File: src/rtl/ti_simon_round_engine.sv
// Three-share threshold-implementation Simon round engine: holds masked (x, y),
// applies one masked round per accepted round-key beat, iterates ROUNDS times.
module ti_simon_round_engine #(
    parameter int WORD   = 16,
    parameter int ROUNDS = 32,
    parameter int ROT_A  = 1,
    parameter int ROT_B  = 8,
    parameter int ROT_C  = 2
) (
    input  logic            clk,
    input  logic            rst_n,
    input  logic            start,
    input  logic            dec,
    input  logic [WORD-1:0] x_in_a,
    input  logic [WORD-1:0] x_in_b,
    input  logic [WORD-1:0] x_in_c,
    input  logic [WORD-1:0] y_in_a,
    input  logic [WORD-1:0] y_in_b,
    input  logic [WORD-1:0] y_in_c,
    input  logic            key_valid,
    output logic            key_ready,
    input  logic [WORD-1:0] key_a,
    input  logic [WORD-1:0] key_b,
    input  logic [WORD-1:0] key_c,
    output logic [WORD-1:0] x_out_a,
    output logic [WORD-1:0] x_out_b,
    output logic [WORD-1:0] x_out_c,
    output logic [WORD-1:0] y_out_a,
    output logic [WORD-1:0] y_out_b,
    output logic [WORD-1:0] y_out_c,
    output logic            busy,
    output logic            done,
    output logic [7:0]      round_idx
);

    typedef enum logic [1:0] {
        S_IDLE = 2'd0,
        S_RUN  = 2'd1,
        S_DONE = 2'd2
    } state_e;

    localparam logic [7:0] LAST_IDX   = 8'(ROUNDS - 1);
    localparam logic [7:0] ROUNDS_IDX = 8'(ROUNDS);

    function automatic logic [WORD-1:0] rol(input logic [WORD-1:0] v, input int unsigned r);
        logic [2*WORD-1:0] dbl;
        dbl = {v, v} << (r % WORD);
        return dbl[2*WORD-1:WORD];
    endfunction

    // Non-complete share of the Simon f function: touches only shares p and q.
    function automatic logic [WORD-1:0] f_share(input logic [WORD-1:0] p, input logic [WORD-1:0] q);
        return rol(p, ROT_C)
             ^ (rol(p, ROT_A) & rol(p, ROT_B))
             ^ (rol(p, ROT_A) & rol(q, ROT_B))
             ^ (rol(q, ROT_A) & rol(p, ROT_B));
    endfunction

    state_e          state_q;
    logic            dec_q;
    logic [7:0]      round_idx_q;
    logic            busy_q;
    logic            done_q;
    logic            key_ready_q;

    logic [WORD-1:0] x_a_q, x_b_q, x_c_q, y_a_q, y_b_q, y_c_q;
    logic [WORD-1:0] x_a_d, x_b_d, x_c_d, y_a_d, y_b_d, y_c_d;
    logic [WORD-1:0] src_a_s, src_b_s, src_c_s;
    logic [WORD-1:0] oth_a_s, oth_b_s, oth_c_s;
    logic [WORD-1:0] mix_a_s, mix_b_s, mix_c_s;
    logic            load_s;
    logic            fire_s;

    assign load_s = (state_q == S_IDLE) & start;
    assign fire_s = (state_q == S_RUN) & key_valid & key_ready_q;

    // f is applied to the half that moves across: x when encrypting, y when decrypting.
    always_comb begin
        if (dec_q) begin
            src_a_s = y_a_q;
            src_b_s = y_b_q;
            src_c_s = y_c_q;
            oth_a_s = x_a_q;
            oth_b_s = x_b_q;
            oth_c_s = x_c_q;
        end else begin
            src_a_s = x_a_q;
            src_b_s = x_b_q;
            src_c_s = x_c_q;
            oth_a_s = y_a_q;
            oth_b_s = y_b_q;
            oth_c_s = y_c_q;
        end
        mix_a_s = oth_a_s ^ key_a ^ f_share(src_a_s, src_b_s);
        mix_b_s = oth_b_s ^ key_b ^ f_share(src_b_s, src_c_s);
        mix_c_s = oth_c_s ^ key_c ^ f_share(src_c_s, src_a_s);
    end

    // Next share state: load on start, one round per fired beat, otherwise hold.
    always_comb begin
        x_a_d = x_a_q;
        x_b_d = x_b_q;
        x_c_d = x_c_q;
        y_a_d = y_a_q;
        y_b_d = y_b_q;
        y_c_d = y_c_q;
        if (load_s) begin
            x_a_d = x_in_a;
            x_b_d = x_in_b;
            x_c_d = x_in_c;
            y_a_d = y_in_a;
            y_b_d = y_in_b;
            y_c_d = y_in_c;
        end else if (fire_s) begin
            if (dec_q) begin
                x_a_d = src_a_s;
                x_b_d = src_b_s;
                x_c_d = src_c_s;
                y_a_d = mix_a_s;
                y_b_d = mix_b_s;
                y_c_d = mix_c_s;
            end else begin
                x_a_d = mix_a_s;
                x_b_d = mix_b_s;
                x_c_d = mix_c_s;
                y_a_d = src_a_s;
                y_b_d = src_b_s;
                y_c_d = src_c_s;
            end
        end else begin
            x_a_d = x_a_q;
            y_a_d = y_a_q;
        end
    end

    // Share state registers.
    always_ff @(posedge clk) begin
        if (!rst_n) begin
            x_a_q <= {WORD{1'b0}};
            x_b_q <= {WORD{1'b0}};
            x_c_q <= {WORD{1'b0}};
            y_a_q <= {WORD{1'b0}};
            y_b_q <= {WORD{1'b0}};
            y_c_q <= {WORD{1'b0}};
        end else begin
            x_a_q <= x_a_d;
            x_b_q <= x_b_d;
            x_c_q <= x_c_d;
            y_a_q <= y_a_d;
            y_b_q <= y_b_d;
            y_c_q <= y_c_d;
        end
    end

    // Control FSM with registered busy/done/key_ready and round counter.
    always_ff @(posedge clk) begin
        if (!rst_n) begin
            state_q     <= S_IDLE;
            dec_q       <= 1'b0;
            round_idx_q <= 8'd0;
            busy_q      <= 1'b0;
            done_q      <= 1'b0;
            key_ready_q <= 1'b0;
        end else begin
            case (state_q)
                S_IDLE: begin
                    done_q <= 1'b0;
                    if (start) begin
                        state_q     <= S_RUN;
                        dec_q       <= dec;
                        round_idx_q <= 8'd0;
                        busy_q      <= 1'b1;
                        key_ready_q <= 1'b1;
                    end else begin
                        state_q <= S_IDLE;
                    end
                end
                S_RUN: begin
                    if (fire_s) begin
                        if (round_idx_q < ROUNDS_IDX) begin
                            round_idx_q <= round_idx_q + 8'd1;
                        end else begin
                            round_idx_q <= round_idx_q;
                        end
                        if (round_idx_q == LAST_IDX) begin
                            state_q     <= S_DONE;
                            busy_q      <= 1'b0;
                            key_ready_q <= 1'b0;
                            done_q      <= 1'b1;
                        end else begin
                            state_q <= S_RUN;
                        end
                    end else begin
                        state_q <= S_RUN;
                    end
                end
                S_DONE: begin
                    state_q <= S_IDLE;
                    done_q  <= 1'b0;
                end
                default: begin
                    state_q     <= S_IDLE;
                    busy_q      <= 1'b0;
                    done_q      <= 1'b0;
                    key_ready_q <= 1'b0;
                end
            endcase
        end
    end

    assign x_out_a   = x_a_q;
    assign x_out_b   = x_b_q;
    assign x_out_c   = x_c_q;
    assign y_out_a   = y_a_q;
    assign y_out_b   = y_b_q;
    assign y_out_c   = y_c_q;
    assign busy      = busy_q;
    assign done      = done_q;
    assign key_ready = key_ready_q;
    assign round_idx = round_idx_q;

endmodule
File: config.mk
export PLATFORM = sky130hd
export DESIGN_NAME = ti_simon_round_engine
export DESIGN_NICKNAME = d
export VERILOG_FILES = /design/src/rtl/ti_simon_round_engine.sv
export SDC_FILE = /design/constraint.sdc
export NUM_CORES = 1
export LEC_CHECK = 0
export CAP_MARGIN = 30
export CORE_MARGIN = 1.5
export CORE_UTILIZATION = 40
export DETAILED_ROUTE_END_ITERATION = 6
export GPL_TIMING_DRIVEN = 0
export PLACE_DENSITY = 0.72
export SYNTH_ARGS = -nofsm -noshare
export SYNTH_HDL_FRONTEND = slang
export SYNTH_SLANG_ARGS = --single-unit
export TNS_END_PERCENT = 1
File: constraint.sdc
create_clock -name clk -period 1.9 [get_ports clk]
set_input_delay 0.38 -clock clk [delete_from_list [all_inputs] [get_ports clk]]
set_output_delay 0.38 -clock clk [all_outputs]
set_load 0.03 [all_outputs]
### After elaboration in Yosys (flattened, before gate mapping)

Cells that the tools add are included.
Widths: inputs -> output; s select.

| cells by class | value |
|---|---|
| reductions and logical operators | 8 |
| bitwise operators | 28 |
| mux-type cells | 36 |
| order comparisons | 1 |
| shift operators | 0 |
| div/mod/pow operators | 0 |
| $mul | 0 |
| equality and inequality tests | 7 |
| add/subtract/negate cells | 1 |

Operator list:

| cell | number |
|---|---|
| $mux 16 | 24 |
| $xor 16x16->16 | 15 |
| $and 16x16->16 | 9 |
| $mux 8 | 3 |
| $pmux 8 s2 | 1 |
| $add 8x1->8 const B | 1 |
| $eq 8x5->1 const B | 1 |
| $lt 8x6->1 const B | 1 |
| $reduce_and 4->1 | 2 |
| $reduce_and 2->1 | 3 |
| $mux 1 | 4 |
| $mux 2 | 2 |
| $ne 2x1->1 const B | 2 |
| $ne 2x2->1 const B | 2 |
| $pmux 2 s2 | 1 |
| $reduce_bool 2->1 | 2 |
| $and 1x1->1 | 3 |
| $pmux 1 s3 | 1 |
| $eq 2x1->1 const B | 1 |
| $eq 2x2->1 const B | 1 |
| $logic_not 2->1 | 1 |
| $not 1->1 | 1 |

| storage, ports and cells | value |
|---|---|
| latch bits | 0 |
| output and inout bits | 107 |
| bits in writable memories | 0 |
| memories kept | 0 |
| memory bits (read-only) | 0 |
| logic and storage cells | 92 |
| input port bits | 149 |
| bits in registers | 109 |

### Longest topological paths before layout

Gate-level depths: netlist (run 1).

| logic depth | value |
|---|---|
| word-level depth | 9 |
| gate-level depth with buffers | 9 |
| mapped depth without buffers | 6 |

### Worst setup path before layout (run 1)

OpenSTA, ideal clock, no wires.

| timing | value |
|---|---|
| path type | register to register |
| start | register dec_q |
| end | register x_c_q[10], in the netlist x_out_c[10] |
| clock period less this slack | 1.956 ns |
| library setup time | 0.086 ns |
| required time | 1.814 ns |
| slack | -0.056 ns |
| arrival | 1.871 ns |
| stages on the path, launching flop included | 9 |
| path buffers | 3 |
| cell sequence | dfxtp_1 -> buf_6 -> buf_8 -> buf_12 -> mux2_4 -> nor4_1 -> a211oi_2 -> xnor2_1 -> a211oi_1 |

| between the ends | value |
|---|---|
| word-level cells in the longest chain between the ends | 9 |
| elaborated cells between the ends (all ways) | 14 |
| those cells by class | mux (6); bitwise (8) |

RTL lines:

| item | line | text |
|---|---|---|
| start: declaration | 60 | `logic dec_q;` |
| start signal: assignment | 159 | `dec_q <= 1'b0;` |
| start signal: assignment | 170 | `dec_q <= dec;` |
| $mux 16 | 79 | `if (dec_q) begin` |
| $and 16x16->16 | 54 | `^ (rol(p, ROT_A) & rol(p, ROT_B))` |
| $xor 16x16->16 | 54 |  |
| $xor 16x16->16 | 55 | `^ (rol(p, ROT_A) & rol(q, ROT_B))` |
| $xor 16x16->16 | 56 | `^ (rol(q, ROT_A) & rol(p, ROT_B));` |
| $xor 16x16->16 | 96 | `mix_c_s = oth_c_s ^ key_c ^ f_share(src_c_s, src_a_s);` |
| $mux 16 (*) | 115 | `if (dec_q) begin` |
| $mux 16 (*) | 114 | `end else if (fire_s) begin` |
| $mux 16 (*) | 107 | `if (load_s) begin` |
| end signal: assignment | 141 | `x_c_q <= {WORD{1'b0}};` |
| end: declaration | 66 | `logic [WORD-1:0] x_a_q, x_b_q, x_c_q, y_a_q, y_b_q, y_c_q;` |

Mark *: on every way between the ends. The rest lies on a longest branch, timed or not. The select of a mux whose other input is x is not followed.
A chain may end at the register's enable or synchronous reset.

### Worst setup path in the final report (run 1)

| timing | value |
|---|---|
| start | register dec_q |
| end | register y_a_q[5], in the netlist y_out_a[5] |

| between the ends | value |
|---|---|
| word-level cells in the longest chain between the ends | 9 |
| elaborated cells between the ends (all ways) | 14 |
| those cells by class | mux (6); bitwise (8) |

RTL lines:

| item | line | text |
|---|---|---|
| $mux 16 | 79 |  |
| $and 16x16->16 | 54 |  |
| $xor 16x16->16 | 54 |  |
| $xor 16x16->16 | 55 |  |
| $xor 16x16->16 | 56 |  |
| $xor 16x16->16 | 94 | `mix_a_s = oth_a_s ^ key_a ^ f_share(src_a_s, src_b_s);` |
| $mux 16 (*) | 115 |  |
| $mux 16 (*) | 114 |  |
| $mux 16 (*) | 107 |  |
| end signal: assignment | 142 | `y_a_q <= {WORD{1'b0}};` |
| end signal: assignment | 149 | `y_a_q <= y_a_d;` |
| end: declaration | 66 |  |

Marked as above.

==> impl_metrics.ini, run 1 <==
[power_and_ir_drop]
p_seq_frac = 0.307
power.density_nw_per_um2 = 699
combPwrFrac = 0.488
peakVddDrop_uv = 434
p_clk_frac = 0.205
power.internal_mw = 5.69
switching_share = 0.416
power_mw = 9.74
p_leak_nw = 5.15
switchingPower_mw = 4.05

[die]
rows = 56
dieArea_um2 = 24700
die_width_um = 157
ioPinCount = 256
coreArea_um2 = 23400
die_y_um = 157
start_util = 0.407

[drt]
drtAntennaViolNets = 0
routedWlPerCell_um = 24.3
detail_route.vias_per_cell = 6.31
drtIter0Drc = 1155
drc = 2
first_pass_iters = 7
num_vias = 10411
wirelength_um = 40100

[critical_path]
crit_fanout = 10
critPathKind = reg2reg
critPathMaxStageDelay_ps = 680
crit_path_end_kind = flop
required_ps = 2180
cp.arrival_ps = 2560
crit_chain = buf_12 > mux2i_2 > mux2i_1 > a211oi_2 > xnor2_1 > a211oi_1
slowest_stage = mux2i_2
critPathLaunchType = flop

[clocking]
clock-sinks = 109
root_buffer = clkbuf_16
clock_latency_ps = 370
clk_pin_slew_ps = 80
clk_path_buf_depth = 2
cts_tree = yes
cts_max_level = 3
cts_made_buffers = 9

[sta]
post-route-min-period_ps = 2280
final_max_slew_viol_count = 0
clock.fmax_mhz = 438
setup_viol = 96
rsz0062_at_grt = true
finalHoldViolations = 0
finClkSkew_ps = 13.9
max_slew_margin = 0.468
worst_pin_slew_ps = 782
setup_slack_ps = -383
finalCritPeriodShare = 1.20

[layout]
seqCellArea_um2 = 2190
nets = 1475
n_fill_cell = 2038
syn2layout_area_growth_pct = 46.3
drive_gt1_frac = 0.194
antenna_cells = 0
multi_input_area_um2 = 7610

[synthesis]
syn_area_um2 = 9520
synthFlopType = dfxtp_1
ys_top_cells_by_area = dfxtp_1 (23%), xnor2_1 (15%), mux2i_1 (10%)
yosysTopAreaCellShare = 0.229
async_flop_share = 0
yosys.area_share.simple = 0.117
ys_seq_elements = 109
syn_avg_cell_area_um2 = 9.20
ys_seq_area_frac = 0.229
synth_xor_area_frac = 0.179
synth-edff-count = 0
synth.most_common_cell = xnor2_1
muxShareOfSynthArea = 0.181
yosysWarnings = 0
yosysUniqueCellTypes = 52
synth_adder_area_share = 0.00131
yosys.area.top_type = dfxtp_1
syn_nets = 1185
yosys-top-cells-count = xnor2_1 (165), dfxtp_1 (109), nor2_1 (109)
synth_cells = 1035
synth_top_family_by_area = compound AO/OA/AOI/OAI gates
synth-compound-area-share = 0.241

[run_status]
violations = DRC, setup timing
status = finished with violations

[global_route]
grt_max_degree = 18
antenna_found_initial = 0
grt_pass1_wl_um = 56600
grt_pass1_vias = 9475
overflow = 0
groute.usage.overall = 0.303

[hold_path]
hold_path.class = reg2reg

[flow_run]
maxCapViolations = 0

[placed_design]
port_buffers = 254
post-place-ws_ps = -1000
place_hpwl_um = 28800
place_congestion = 0.957
## final cells by class
class,count,share of cell area
buffer,90,0.0478
clock buffer,12,0.0170
clock inverter,4,0.00404
inverter,1,0.000270
multi-input combinational,835,0.547
sequential,109,0.157
tap,319,0.0287
timing repair buffer,279,0.198
## stage by stage
stage,hold WS (ps),TNS (ps),std cells,cell area [um2],util
floorplan,521,-0.631,1035,9540,-
global placement,477,-109210,1608,12500,0.533
detailed placement,493,-76150,1609,12500,0.534
CTS,511,-17180,1632,13400,0.571
global route,543,-26970,1649,13900,0.595
finish,505,-23020,1649,13900,0.595
## worst max-delay path, delay by kind of cell, from the launching register on
family / cells / cell delay, ps
AO/OA/AOI/OAI: 2 / 610
multiplexers: 2 / 890
buffers and inverters: 1 / 150
XOR/XNOR: 1 / 150
flip-flops: 1 / 390
## layout by cell type, fill, tap and decap left out, types with 7 or more instances in the layout
cell type,instances
a211oi_2,21
nor3_2,8
clkbuf_16,13
buf_6,14
mux2i_4,30
mux2i_2,12
nor3_1,16
buf_1,8
mux2i_1,73
xor2_1,30
nor3b_1,8
and4_1,8
a211o_1,7
a211oi_1,94
xnor2_1,156
mux2_2,16
o221ai_1,95
buf_4,23
nand4_1,16
nor2_1,109
clkdlybuf4s50_1,168
xnor2_2,9
nor4_2,10
clkbuf_4,9
clkbuf_2,8
clkbuf_1,36
nand3_1,12
dlygate4sd2_1,83
mux2_4,18
o211ai_1,7
dfxtp_1,106
## flip-flops by register name, summed over array words and instances, names as in the netlist
name and flops:
round_idx 8, y_out_b 16, y_out_a 16, state_q 2
done 1, x_out_a 16, x_out_c 16, x_out_b 16
dec_q 1, y_out_c 16, key_ready 1
## repair_timing
| action | CTS | global route |
|---|---|---|
| cloned | 1 | 5 |
| hold buffers | 0 | 0 |
| pin swaps | 38 | 52 |
| setup buffers | 6 | 12 |
| gates resized for setup | 216 | 67 |
| endpoints found under the setup margin | 187 | 104 |
## metal layers
layer | global-route usage | vias to the layer above | share of wire
li1 | - | 4571 | -
met3 | 0.0501 | 139 | 0.11
met2 | 0.475 | 726 | 0.45
met5 | 0 | - | 0
met1 | 0.407 | 4975 | 0.40
met4 | 0.138 | 0 | 0.050
## worst paths after layout
path / from / to / slack (ps) / depth (start not counted)
worst max-delay path: dec_q / y_out_a[5] / -380 / 6
worst min-delay path: done / done / 510 / 1
worst max register to register: dec_q / y_out_a[5] / -380 / 6
worst min register to register: done / done / 510 / 1
## cells by family after synthesis
logic type      count (synthesis)
compound gates                268
xor+xnor                      195
fa+ha+maj                       1
buf+inv                        91
flops                         109
mux                           149
simple gates                  222
## power groups by stage
stage / logic, mW / registers (mW) / clock network, mW
2_1_floorplan: 2.48 / 3.24 / 0
3_3_place_gp: 4.16 / 2.99 / 0
3_5_place_dp: 4.22 / 3.00 / 0
4_1_cts: 4.37 / 2.96 / 1.98
5_1_grt: 4.98 / 3.02 / 2.07
6_report: 4.75 / 2.99 / 1.99
Note: power is estimated with default switching activity, not from simulation.
==> run 2, diff against run 1 <==
--- a/config.mk
+++ b/config.mk
@@ -8,6 +8,7 @@
 export CAP_MARGIN = 30
 export CORE_MARGIN = 1.5
 export CORE_UTILIZATION = 40
+export CTS_CLUSTER_DIAMETER = 60
 export DETAILED_ROUTE_END_ITERATION = 6
 export GPL_TIMING_DRIVEN = 0
 export PLACE_DENSITY = 0.72
==> results of run 2 <==
Same layout as run 1: the final DEF is identical, and so are final timing and power.
==> run 3, diff against run 2 <==
--- a/config.mk
+++ b/config.mk
@@ -6,7 +6,7 @@
 export NUM_CORES = 1
 export LEC_CHECK = 0
 export CAP_MARGIN = 30
-export CORE_MARGIN = 1.5
+export CORE_MARGIN = 3
 export CORE_UTILIZATION = 40
 export CTS_CLUSTER_DIAMETER = 60
 export DETAILED_ROUTE_END_ITERATION = 6
==> impl_metrics.ini, run 3 (synthesis gave the netlist of run 1 again) <==
[sta]
max_slew_margin = 0.483
finClkSkew_ps = 8.65
setup_slack_ps = -345
setup_viol = 102
finalHoldViolations = 0
rsz0062_at_grt = true
final_max_slew_viol_count = 0
worst_pin_slew_ps = 775
finalCritPeriodShare = 1.18
clock.fmax_mhz = 445
hold_slack_ps = 512
post-route-min-period_ps = 2240
fin_tns_setup_ps = -19270

[power_and_ir_drop]
p_clk_frac = 0.208
power.internal_mw = 5.68
switchingPower_mw = 4.00
peakVddDrop_uv = 379
p_leak_nw = 5.25
switching_share = 0.413
p_seq_frac = 0.310
power.density_nw_per_um2 = 701
power_mw = 9.68
combPwrFrac = 0.482

[flow_run]
maxCapViolations = 0

[drt]
drtAntennaViolNets = 0
num_vias = 10326
wirelength_um = 39800
drtIter0Drc = 1038
first_pass_iters = 6
detail_route.vias_per_cell = 6.30
drc = 0
routedWlPerCell_um = 24.3

[clocking]
cts_max_level = 3
clk_path_buf_depth = 2
clock-sinks = 109
clock_latency_ps = 370
cts_made_buffers = 9
cts_tree = yes
cts_hold_buf = 0
clk_pin_slew_ps = 80
root_buffer = clkbuf_16

[layout]
n_fill_cell = 2026
fin_util = 0.601
antenna_cells = 0
final_common_cell = clkdlybuf4s50_1
syn2layout_area_growth_pct = 45.1
drive_gt1_frac = 0.186
nets = 1471
design_area_um2 = 13800
layout_common_cells = clkdlybuf4s50_1 (166), xnor2_1 (160), nor2_1 (109), dfxtp_1 (103)
instances_no_fill = 1639

[global_route]
overflow = 0
grt_pass1_vias = 10049
grt_pass1_wl_um = 59700
groute.usage.overall = 0.295
antenna_found_initial = 0
grt_max_degree = 18

[die]
ioPinCount = 256
coreArea_um2 = 23000
die_width_um = 160
start_util = 0.414
dieArea_um2 = 25700
rows = 55
die_y_um = 160

[critical_path]
critPathLaunchType = flop
crit_buf_inv = 4
crit_path_end_kind = flop
crit_fanout = 7
critPathMaxStageDelay_ps = 420
crit_chain = buf_8 > buf_12 > buf_12 > buf_16 > mux2i_4 > mux2i_1 > a211oi_2 > xnor2_2 > a211oi_2
required_ps = 2190
slowest_stage = a211oi_2
cp.arrival_ps = 2530
crit_family = compound AO/OA/AOI/OAI gates
critPathKind = reg2reg

[placed_design]
place_congestion = 0.972
post-place-ws_ps = -1260
place_hpwl_um = 29400
port_buffers = 254
placed_cell_area_um2 = 12500
dp_cells = 1603

[run_status]
status = finished with violations
violations = setup timing

[hold_path]
hold_path.class = reg2reg
[run 3: final timing paths]
| check | start | endpoint | slack (ps) | cells past startpoint |
|---|---|---|---|---|
| setup reg to reg | dec_q | x_out_c[4] | -340 | 9 |
| setup / recovery | dec_q | x_out_c[4] | -340 | 9 |
| hold reg to reg | round_idx[7] | round_idx[7] | 510 | 2 |
| hold / removal | round_idx[7] | round_idx[7] | 510 | 2 |
[run 3: metal layers]
layer | routed length [um] | vias up | global-route usage
met2 | 18100 | 707 | 0.465
met1 | 16200 | 4929 | 0.391
met3 | 3800 | 118 | 0.0620
li1 | - | 4572 | -
met5 | 0 | - | 0
met4 | 1730 | 0 | 0.128
[run 3: layout make-up]
class | count | area, um2 | area share
multi-input combinational | 836 | 7600 | 0.550
timing repair buffer | 274 | 2690 | 0.195
sequential | 109 | 2190 | 0.159
buffer | 90 | 633 | 0.0459
tap | 313 | 392 | 0.0284
clock buffer | 12 | 246 | 0.0179
clock inverter | 4 | 55.1 | 0.00399
inverter | 1 | 3.75 | 0.000272
[run 3: worst reg2reg max path, cell delays in order, from the launching register on]
cell	delay, ps
dfxtp_2	340
buf_8	140
buf_12	150
buf_12	150
buf_16	160
mux2i_4	340
mux2i_1	140
a211oi_2	420
xnor2_2	120
a211oi_2	200
[run 3: timing repair]
item                       CTS  global route
setup buffers               10             8
resized for setup          202            79
cloned                       2             0
setup endpoints to repair  188           120
pin swaps                   44            49
[run 3: power by group through the flow]
| stage | combinational (mW) | sequential (mW) | clock [mW] |
|---|---|---|---|
| floorplan | 2.48 | 3.24 | 0 |
| detailed placement | 4.22 | 3.00 | 0 |
| global route | 4.92 | 3.03 | 2.09 |
| finish | 4.67 | 3.00 | 2.01 |
| global placement | 4.16 | 2.99 | 0 |
| CTS | 4.41 | 2.98 | 2.02 |
